<file path="src/rtl/npc_bpu_if.sv">
// Fetch-side bundle between the next-PC/branch-predictor block and the pipeline:
// EX resolution inputs and stall in, fetch PC and prediction out.
interface npc_bpu_if #(
    parameter int XLEN = 32
);
    logic            stall;
    logic            ex_valid;
    logic            ex_is_br;
    logic            ex_is_jmp;
    logic            ex_taken;
    logic [XLEN-1:0] ex_pc;
    logic [XLEN-1:0] ex_target;
    logic            ex_pred_taken;
    logic [XLEN-1:0] ex_pred_target;
    logic [XLEN-1:0] pc;
    logic [XLEN-1:0] pc4;
    logic            pred_taken;
    logic [XLEN-1:0] pred_target;
    logic            flush;

    modport master (
        output stall, ex_valid, ex_is_br, ex_is_jmp, ex_taken, ex_pc, ex_target,
               ex_pred_taken, ex_pred_target,
        input  pc, pc4, pred_taken, pred_target, flush
    );

    modport slave (
        input  stall, ex_valid, ex_is_br, ex_is_jmp, ex_taken, ex_pc, ex_target,
               ex_pred_taken, ex_pred_target,
        output pc, pc4, pred_taken, pred_target, flush
    );
endinterface

</file>
<file path="src/rtl/npc_bpu.sv">
// Fetch PC register with a direct-mapped BTB of 2-bit saturating counters.
// Predicts the next fetch address and repairs fetch when EX resolves a misprediction.
module npc_bpu #(
    parameter int              XLEN        = 32,
    parameter int              BTB_ENTRIES = 16,
    parameter logic [XLEN-1:0] RESET_PC    = '0
) (
    input  logic        clk,
    input  logic        rst,
    npc_bpu_if.slave    bus
);
    localparam int IDX  = $clog2(BTB_ENTRIES);
    localparam int TAGW = XLEN - IDX - 2;
    localparam logic [XLEN-1:0] FOUR = XLEN'(4);

    logic [XLEN-1:0] pc_q, pc_d;

    logic            valid_q [BTB_ENTRIES];
    logic [TAGW-1:0] tag_q   [BTB_ENTRIES];
    logic [XLEN-1:0] tgt_q   [BTB_ENTRIES];
    logic            jmp_q   [BTB_ENTRIES];
    logic [1:0]      cnt_q   [BTB_ENTRIES];

    logic [IDX-1:0]  fIdx, exIdx;
    logic [TAGW-1:0] fTag, exTag;
    logic            fHit, exHit;
    logic            predTaken;
    logic [XLEN-1:0] pc4, predTarget;
    logic            ctrl, actTaken, mispredict;
    logic [XLEN-1:0] redirect;
    logic [1:0]      cntNext;

    // Lookup reads the pre-update BTB contents; same-index writes land at the edge.
    always_comb begin
        fIdx       = pc_q[IDX+1:2];
        fTag       = pc_q[XLEN-1:IDX+2];
        pc4        = pc_q + FOUR;
        fHit       = valid_q[fIdx] && (tag_q[fIdx] == fTag);
        predTaken  = fHit && (jmp_q[fIdx] || cnt_q[fIdx][1]);
        predTarget = predTaken ? tgt_q[fIdx] : pc4;
    end

    always_comb begin
        exIdx      = bus.ex_pc[IDX+1:2];
        exTag      = bus.ex_pc[XLEN-1:IDX+2];
        exHit      = valid_q[exIdx] && (tag_q[exIdx] == exTag);
        ctrl       = bus.ex_is_br || bus.ex_is_jmp;
        actTaken   = bus.ex_is_jmp || (bus.ex_is_br && bus.ex_taken);
        mispredict = bus.ex_valid &&
                     ((ctrl && (actTaken != bus.ex_pred_taken)) ||
                      (ctrl && actTaken && bus.ex_pred_taken &&
                       (bus.ex_target != bus.ex_pred_target)) ||
                      (!ctrl && bus.ex_pred_taken));
        redirect   = actTaken ? bus.ex_target : bus.ex_pc + FOUR;
        cntNext    = cnt_q[exIdx];
        if (actTaken) begin
            if (cnt_q[exIdx] != 2'b11) cntNext = cnt_q[exIdx] + 2'b01;
        end else begin
            if (cnt_q[exIdx] != 2'b00) cntNext = cnt_q[exIdx] - 2'b01;
        end
    end

    // A misprediction repairs fetch even while the front end is stalled.
    always_comb begin
        pc_d = predTarget;
        if (mispredict) pc_d = redirect;
        else if (bus.stall) pc_d = pc_q;
    end

    always_ff @(posedge clk) begin
        if (rst) pc_q <= RESET_PC;
        else     pc_q <= pc_d;
    end

    // Tags, targets and jump bits are only meaningful behind a valid bit, so they skip reset.
    always_ff @(posedge clk) begin
        if (rst) begin
            for (int i = 0; i < BTB_ENTRIES; i++) begin
                valid_q[i] <= 1'b0;
                cnt_q[i]   <= 2'b01;
            end
        end else if (bus.ex_valid) begin
            if (ctrl) begin
                if (exHit) begin
                    cnt_q[exIdx] <= cntNext;
                    if (actTaken) begin
                        tgt_q[exIdx] <= bus.ex_target;
                        jmp_q[exIdx] <= bus.ex_is_jmp;
                    end
                end else if (actTaken) begin
                    valid_q[exIdx] <= 1'b1;
                    tag_q[exIdx]   <= exTag;
                    tgt_q[exIdx]   <= bus.ex_target;
                    jmp_q[exIdx]   <= bus.ex_is_jmp;
                    cnt_q[exIdx]   <= 2'b10;
                end
            end else if (bus.ex_pred_taken) begin
                valid_q[exIdx] <= 1'b0;
            end
        end
    end

    assign bus.pc          = pc_q;
    assign bus.pc4         = pc4;
    assign bus.pred_taken  = predTaken;
    assign bus.pred_target = predTarget;
    assign bus.flush       = mispredict;
endmodule

</file>
<file path="src/flat_wrapper.sv">
// flat-port wrapper written by rule: the top's interface ports become plain ports
module npc_bpu_flat 
#(
    parameter int              XLEN        = 32,
    parameter int              BTB_ENTRIES = 16,
    parameter logic [XLEN-1:0] RESET_PC    = '0
)
  (clk, rst, bus_stall, bus_ex_valid, bus_ex_is_br, bus_ex_is_jmp, bus_ex_taken, bus_ex_pc, bus_ex_target, bus_ex_pred_taken, bus_ex_pred_target, bus_pc, bus_pc4, bus_pred_taken, bus_pred_target, bus_flush);
  npc_bpu_if #(.XLEN(XLEN)) bus_i ();
  input  logic clk;
  input  logic rst;
  input wire logic [$bits(bus_i.stall)-1:0] bus_stall;
  input wire logic [$bits(bus_i.ex_valid)-1:0] bus_ex_valid;
  input wire logic [$bits(bus_i.ex_is_br)-1:0] bus_ex_is_br;
  input wire logic [$bits(bus_i.ex_is_jmp)-1:0] bus_ex_is_jmp;
  input wire logic [$bits(bus_i.ex_taken)-1:0] bus_ex_taken;
  input wire logic [$bits(bus_i.ex_pc)-1:0] bus_ex_pc;
  input wire logic [$bits(bus_i.ex_target)-1:0] bus_ex_target;
  input wire logic [$bits(bus_i.ex_pred_taken)-1:0] bus_ex_pred_taken;
  input wire logic [$bits(bus_i.ex_pred_target)-1:0] bus_ex_pred_target;
  output wire logic [$bits(bus_i.pc)-1:0] bus_pc;
  output wire logic [$bits(bus_i.pc4)-1:0] bus_pc4;
  output wire logic [$bits(bus_i.pred_taken)-1:0] bus_pred_taken;
  output wire logic [$bits(bus_i.pred_target)-1:0] bus_pred_target;
  output wire logic [$bits(bus_i.flush)-1:0] bus_flush;
  assign bus_i.stall = bus_stall;
  assign bus_i.ex_valid = bus_ex_valid;
  assign bus_i.ex_is_br = bus_ex_is_br;
  assign bus_i.ex_is_jmp = bus_ex_is_jmp;
  assign bus_i.ex_taken = bus_ex_taken;
  assign bus_i.ex_pc = bus_ex_pc;
  assign bus_i.ex_target = bus_ex_target;
  assign bus_i.ex_pred_taken = bus_ex_pred_taken;
  assign bus_i.ex_pred_target = bus_ex_pred_target;
  assign bus_pc = bus_i.pc;
  assign bus_pc4 = bus_i.pc4;
  assign bus_pred_taken = bus_i.pred_taken;
  assign bus_pred_target = bus_i.pred_target;
  assign bus_flush = bus_i.flush;
  npc_bpu #(.XLEN(XLEN), .BTB_ENTRIES(BTB_ENTRIES), .RESET_PC(RESET_PC)) u_core (.clk(clk), .rst(rst), .bus(bus_i));
endmodule
</file>
<file path="config.mk">
export PLATFORM = sky130hd
export DESIGN_NAME = npc_bpu_flat
export DESIGN_NICKNAME = d
export VERILOG_FILES = /design/src/rtl/npc_bpu_if.sv /design/src/rtl/npc_bpu.sv /design/src/flat_wrapper.sv
export SDC_FILE = /design/constraint.sdc
export NUM_CORES = 1
export LEC_CHECK = 0
export ABC_AREA = 0
export BUFFER_PORTS_ARGS = -buffer_cell sky130_fd_sc_hd__buf_2
export CORE_UTILIZATION = 45
export CTS_CLUSTER_SIZE = 30
export DETAILED_ROUTE_END_ITERATION = 10
export HOLD_SLACK_MARGIN = 0.02
export SYNTH_ARGS = -nofsm -noshare
export SYNTH_HDL_FRONTEND = slang
export SYNTH_SLANG_ARGS = --single-unit
</file>
<file path="constraint.sdc">
create_clock -name clk -period 4.7 [get_ports clk]
set_input_delay 0.705 -clock clk [delete_from_list [all_inputs] [get_ports clk]]
set_output_delay 0.705 -clock clk [all_outputs]
set_load 0.02 [all_outputs]
</file>
==> metrics.cfg, run 1 <==
[yosys]
synth_mux_area_frac=0.204
yosys_most_used_dff=edfxtp_1
synth_cell_types=70
synthTopCellsByArea=edfxtp_1, mux4_2, mux2i_1
synthArstFlopShare=0
ys_seq_elements=1028
yosys_warnings=0
synth_xor_area_frac=0.0243
synth_top_cell_by_area=edfxtp_1
synthSimpleGateAreaFrac=0.0482
synth_fa_ha_area_frac=0.00135
synth_top_family_by_area=multiplexers
synthCells=2584
yosysTopAreaCellShare=0.641
synth_area_per_cell_um2=18.0
synth_area_um2=46500
synthesis.nets=2693
synth-edff-count=992
seq_area_frac_synth=0.656
synth_compound_area_frac=0.0440

[floorplanning]
die_w_um=323
die_area_um2=105000
rows=117
floorplan.initialDensity=0.456
io_pins=202
die_h_um=323
core_area_um2=102000

[timing]
hold_viol_final=0
slew_violations=0
max_freq_ghz=0.201
slew_headroom=0.407
worstMarginPinSlew_ns=0.888
hold_slack_ns=0.365
fin_crit_sh=1.06
setup_viol_count_final=31
rsz0062_at_grt=yes
timing.final.ws_setup_ns=-0.263
skew_ns=0.0488
period_needed_ns=4.96

[outcome]
outcome=finished with violations
violations=setup timing

[setup_path]
required_ns=3.99
critPathMaxFanout=8
crit_path_start_kind=flop
cp.arrival_ns=4.26
path_class=flop to primary output
ff2ff_path_depth=14
endpoint_kind=primary output

[clock_network]
cts.path.max_buffers=3
clock_latency_ns=0.72
cts_buffers=108
clock-root-buffer=clkbuf_16
htree_levels=3
tritoncts=yes
numClockSinks=1028
clkTransAtPathRegs_ns=0.06

[global_routing]
overflow=0
grt_max_degree=120
grt_util_all_layers=0.296
grt_pass1_vias=28800
grt_first_pass_wirelength_mm=216
antenna_found_initial=13

[cells_and_area]
seqCellArea_um2=30500
n_fill_cell=7910
multiInputGateArea_um2=15900
area_growth_syn_to_layout_pct=21.3
fin_cells=4465
layout-drive-gt1-share=0.380
utilization=0.553
layout.nets=3105
design_area_um2=56400

[route]
viasPerCell=6.54
ant_nets=0
dr.first_iter.drc_count=3979
drc=0
wl_mm=155
wl_per_cell_um=34.7
drt_pass1_iterations=8
vias=29200

[placed_design]
gp_congestion=0.943
dp.cells=4202
place_hpwl_mm=100
placed_area_um2=51100
io_buffer_count=201

[hold_path]
min-delay-start=rst
hp-class=primary input to flop
hold_depth=2

[pwr]
peakVddDrop_mv=0.404
p_leak_nw=18.2
cellPowerDensity_nw_per_um2=390

[run]
drv_cap=0

==> placed cells by master, fill, tap and decap left out, types with 32 or more instances in the layout <==
| cell | count |
|---|---|
| mux2i_1 | 96 |
| o21ai_0 | 46 |
| buf_12 | 70 |
| nor2_1 | 69 |
| clkbuf_16 | 113 |
| dfxtp_1 | 32 |
| buf_4 | 196 |
| nand4_1 | 42 |
| edfxtp_1 | 992 |
| nand3_1 | 46 |
| nor2_4 | 33 |
| a21oi_1 | 37 |
| mux4_2 | 365 |
| nand2_1 | 79 |
| buf_2 | 178 |
| xnor2_1 | 93 |
==> path summary, 6_finish.rpt <==
path                              end  slack, ns
setup reg to reg    u_core.bus.pc[21]       0.93
setup / recovery  bus_pred_target[26]      -0.26
hold reg to reg      u_core.bus.pc[1]       0.65
hold / removal      u_core.bus.pc[12]       0.36
==> worst max-delay path, cell delays in order (launching register included) <==
cell and delay, ns:
dfxtp_4 0.39, nor2b_2 0.18, buf_4 0.16, buf_6 0.15
a221o_1 0.36, a21o_1 0.20, a311oi_2 0.33, nand3_1 0.16
or4_4 0.63, buf_12 0.17, clkbuf_16 0.17, nor4_4 0.33
nor2_2 0.12, buf_6 0.15
==> layer usage <==
layer  track usage  vias up  wire (um)
li1              -    11600          -
met1         0.407    15300      60000
met2         0.466     1949      72700
met3        0.0776      330      17300
met4        0.0874       10       5070
met5             0        -         51
==> logic make-up after synthesis <==
family	Yosys count
AO/OA/AOI/OAI	294
XOR/XNOR	129
adder cells (fa/ha/maj)	5
buffers and inverters	208
flip-flops	1028
multiplexers	487
AND/OR/NAND/NOR	433
==> final cells by class <==
| class | count | share of cell area |
|---|---|---|
| sequential | 1028 | 0.541 |
| multi-input combinational | 1348 | 0.281 |
| timing repair buffer | 489 | 0.0794 |
| clock buffer | 130 | 0.0507 |
| tap | 1368 | 0.0304 |
| clock inverter | 75 | 0.0151 |
| inverter | 21 | 0.00142 |
| antenna | 6 | 0.000266 |
==> stage by stage <==
step                      power [mW]  setup slack, ns  TNS, ns
after floorplan                 11.9          -0.0236    -9.27
after global placement          13.0          -0.0773   -0.110
after detailed placement        13.1          -0.0909   -0.518
after CTS                       22.0           -0.201    -4.13
after global routing            22.5           -0.350    -7.60
final                           22.0           -0.263    -4.58
==> state kept, by name, summed over array words and instances, names as in the netlist, named ones only <==
signal / cells
u_core.jmp_q: 16
u_core.tgt_q: 512
u_core.tag_q: 416
u_core.cnt_q: 32
u_core.bus.pc: 32
u_core.valid_q: 16
==> cells in the mapped netlist, drive strengths merged, types with 30 or more instances <==
library cell,instances
buf,98
nor3,30
nand3,51
nor2,111
nand2,82
dfxtp,36
a21oi,40
nor4,35
mux2i,101
xnor2,96
o21ai,55
edfxtp,992
a22oi,37
nand4,42
clkbuf,89
mux4,365
xor2,33
==> what timing repair did <==
| item | in CTS | in global routing |
|---|---|---|
| gates resized for setup | 88 | 94 |
| setup buffers | 26 | 19 |
| pin swaps | 8 | 38 |
| cloned | 6 | 4 |
| setup endpoints to repair | 33 | 33 |
| hold buffers | 0 | 0 |
| hold endpoints to repair | 0 | 0 |
==> report_power, final <==
group          switching, mW  total [mW]  internal [mW]
sequential             0.144        10.3           10.2
combinational           1.63        2.82           1.18
clock                   3.71        8.89           5.18
total                   5.49        22.0           16.5
Power figures use the tool's default switching activity.
==> run 2: changes to the inputs <==
--- a/config.mk
+++ b/config.mk
@@ -11,6 +11,7 @@
 export CTS_CLUSTER_SIZE = 30
 export DETAILED_ROUTE_END_ITERATION = 10
 export HOLD_SLACK_MARGIN = 0.02
+export REMOVE_ABC_BUFFERS = 1
 export SYNTH_ARGS = -nofsm -noshare
 export SYNTH_HDL_FRONTEND = slang
 export SYNTH_SLANG_ARGS = --single-unit
==> run 2 against run 1 <==
Net effect:
- the run still ends with setup timing left
- critical path depth up 2
- wire length down 1.0%
- sequential share of layout area down 0.18 points
- design area up 0.34%
- utilization up 0.19 points
- critical path type unchanged
- clock power down 6.4%
- clock skew up 0.0084 ns
- highest routed layer unchanged
- power down 2.3%
==> metrics.cfg, run 2 (synthesis gave the netlist of run 1 again) <==
[pwr]
power_mw=21.5
cellPowerDensity_nw_per_um2=380
p_leak_nw=18.2
peakVddDrop_mv=0.416

[global_routing]
grt_max_degree=108
grt_util_all_layers=0.293
overflow=0
grt_pass1_vias=29200
antenna_found_initial=18
grt_first_pass_wirelength_mm=215

[timing]
fin_crit_sh=1.08
worstMarginPinSlew_ns=1.07
max_freq_ghz=0.197
slew_headroom=0.290
setup_viol_count_final=33
tns_ns=-8.54
period_needed_ns=5.08
timing.final.ws_setup_ns=-0.376
slew_violations=0
hold_viol_final=0
skew_ns=0.0573
rsz0062_at_grt=yes

[floorplanning]
io_pins=202
rows=117
die_h_um=323
die_area_um2=105000
die_w_um=323
core_area_um2=102000
floorplan.initialDensity=0.456

[route]
wl_per_cell_um=34.3
vias=29400
dr.first_iter.drc_count=3956
drc=0
drt_pass1_iterations=6
wl_mm=153
viasPerCell=6.57
ant_nets=0

[clock_network]
ctsHoldBuffers=0
clock-root-buffer=clkbuf_16
cts.path.max_buffers=3
numClockSinks=1028
clkTransAtPathRegs_ns=0.06
cts_buffers=107
htree_levels=3
clock_latency_ns=0.72
tritoncts=yes

[outcome]
violations=setup timing
outcome=finished with violations

[setup_path]
path_class=flop to primary output
cp_common_cell=buf_4
cpMaxStageDelayCell=nor4_4
crit_path_start_kind=flop
worst-path-buf-inv=7
cp_top_family=buffers and inverters
endpoint_kind=primary output
required_ns=3.99
critPathMaxFanout=8
path_cells=buf_6 > mux4_2 > mux2i_1 > buf_4 > xnor2_4 > nor4b_2 > buf_4 > o211ai_1 > buf_4 > nor4_4 > buf_4 > nand3_4 > buf_6 > o21ai_1 > buf_4
cp.arrival_ns=4.37
critPathMaxStageDelay_ns=0.57

[cells_and_area]
multiInputGateArea_um2=16000
final_common_cell=edfxtp_1
area_growth_syn_to_layout_pct=21.7
layout_common_cells=edfxtp_1, mux4_2, buf_4
reg_top3=u_core.tgt_q: 512 flops, u_core.tag_q: 416 flops
layout-drive-gt1-share=0.389
layout.nets=3128
n_fill_cell=7821
largest_register_ffs=512
seqCellArea_um2=30500
largest_register=u_core.tgt_q

[hold_path]
hp-class=primary input to flop

[run]
drv_cap=0

[placed_design]
gp_congestion=0.954
post-place-ws_ns=-0.224
place_hpwl_mm=99.9
io_buffer_count=201

==> run 2: changes by cell type in the layout (fill, tap and decap cells not counted), sizes merged <==
cell and delta:
buf +25, clkinv -11, clkbuf -8, clkinvlp +8
bufinv -7, inv +5, diode -3, bufbuf +1
==> run 2: layout make-up <==
class                      instances  area share
antenna                            3    0.000133
clock buffer                     124      0.0485
sequential                      1028       0.540
tap                             1368      0.0303
inverter                          21     0.00139
timing repair buffer             513      0.0852
clock inverter                    70      0.0119
multi-input combinational       1348       0.283
==> run 2: worst paths after layout <==
check                         from             endpoint  slack [ns]  cells after the start
setup / recovery              flop  bus_pred_target[24]       -0.38                     15
hold / removal        bus_ex_pc[0]     u_core.bus.pc[0]        0.34                      3
setup reg to reg              flop                 flop        0.64                     17
hold reg to reg   u_core.bus.pc[0]     u_core.bus.pc[0]        0.61                      2
==> run 2: per-stage QoR <==
| step | hold WS (ns) | cell area [um2] | util | instances |
|---|---|---|---|---|
| after floorplan | 0.677 | 45500 | - | 2397 |
| after global placement | 0.588 | 51200 | 0.501 | 4211 |
| after detailed placement | 0.599 | 51200 | 0.501 | 4211 |
| after CTS | 0.302 | 56100 | 0.550 | 4456 |
| after global routing | 0.319 | 56600 | 0.554 | 4472 |
| final | 0.335 | 56600 | 0.554 | 4475 |
==> run 2: metal layers <==
metal	up-vias	GRT usage	share of wire	wire length [um]
li1	11700	-	-	-
met1	15400	0.397	0.38	58300
met2	1898	0.465	0.47	72200
met3	373	0.0663	0.11	16400
met4	16	0.109	0.041	6370
met5	-	0	0.00068	104
==> run 2: worst register-to-register path, stage by stage (launching register included) <==
cell	delay, ns
dfxtp_4	0.48
buf_6	0.15
mux4_2	0.48
mux2i_1	0.15
buf_4	0.18
xnor2_4	0.11
nor4b_2	0.24
buf_4	0.16
o211ai_1	0.09
buf_4	0.17
nor4_4	0.57
buf_4	0.24
buf_4	0.15
nand4_1	0.12
buf_4	0.16
buf_4	0.13
buf_4	0.12
a31oi_1	0.24
==> run 2: power by group <==
part           switching [mW]  total [mW]  internal, mW
Sequential              0.157        10.3          10.2
Combinational            1.62        2.88          1.26
Clock                    3.68        8.32          4.64
Total                    5.46        21.5          16.1
==> run 2: what timing repair did <==
item / 4_1_cts / 5_1_grt
endpoints found under the setup margin: 33 / 33
pin swaps: 43 / 20
buffers inserted: 47 / 16
gates cloned: 9 / 1
endpoints found under the hold margin: 0 / 0
gates resized for setup: 181 / 74
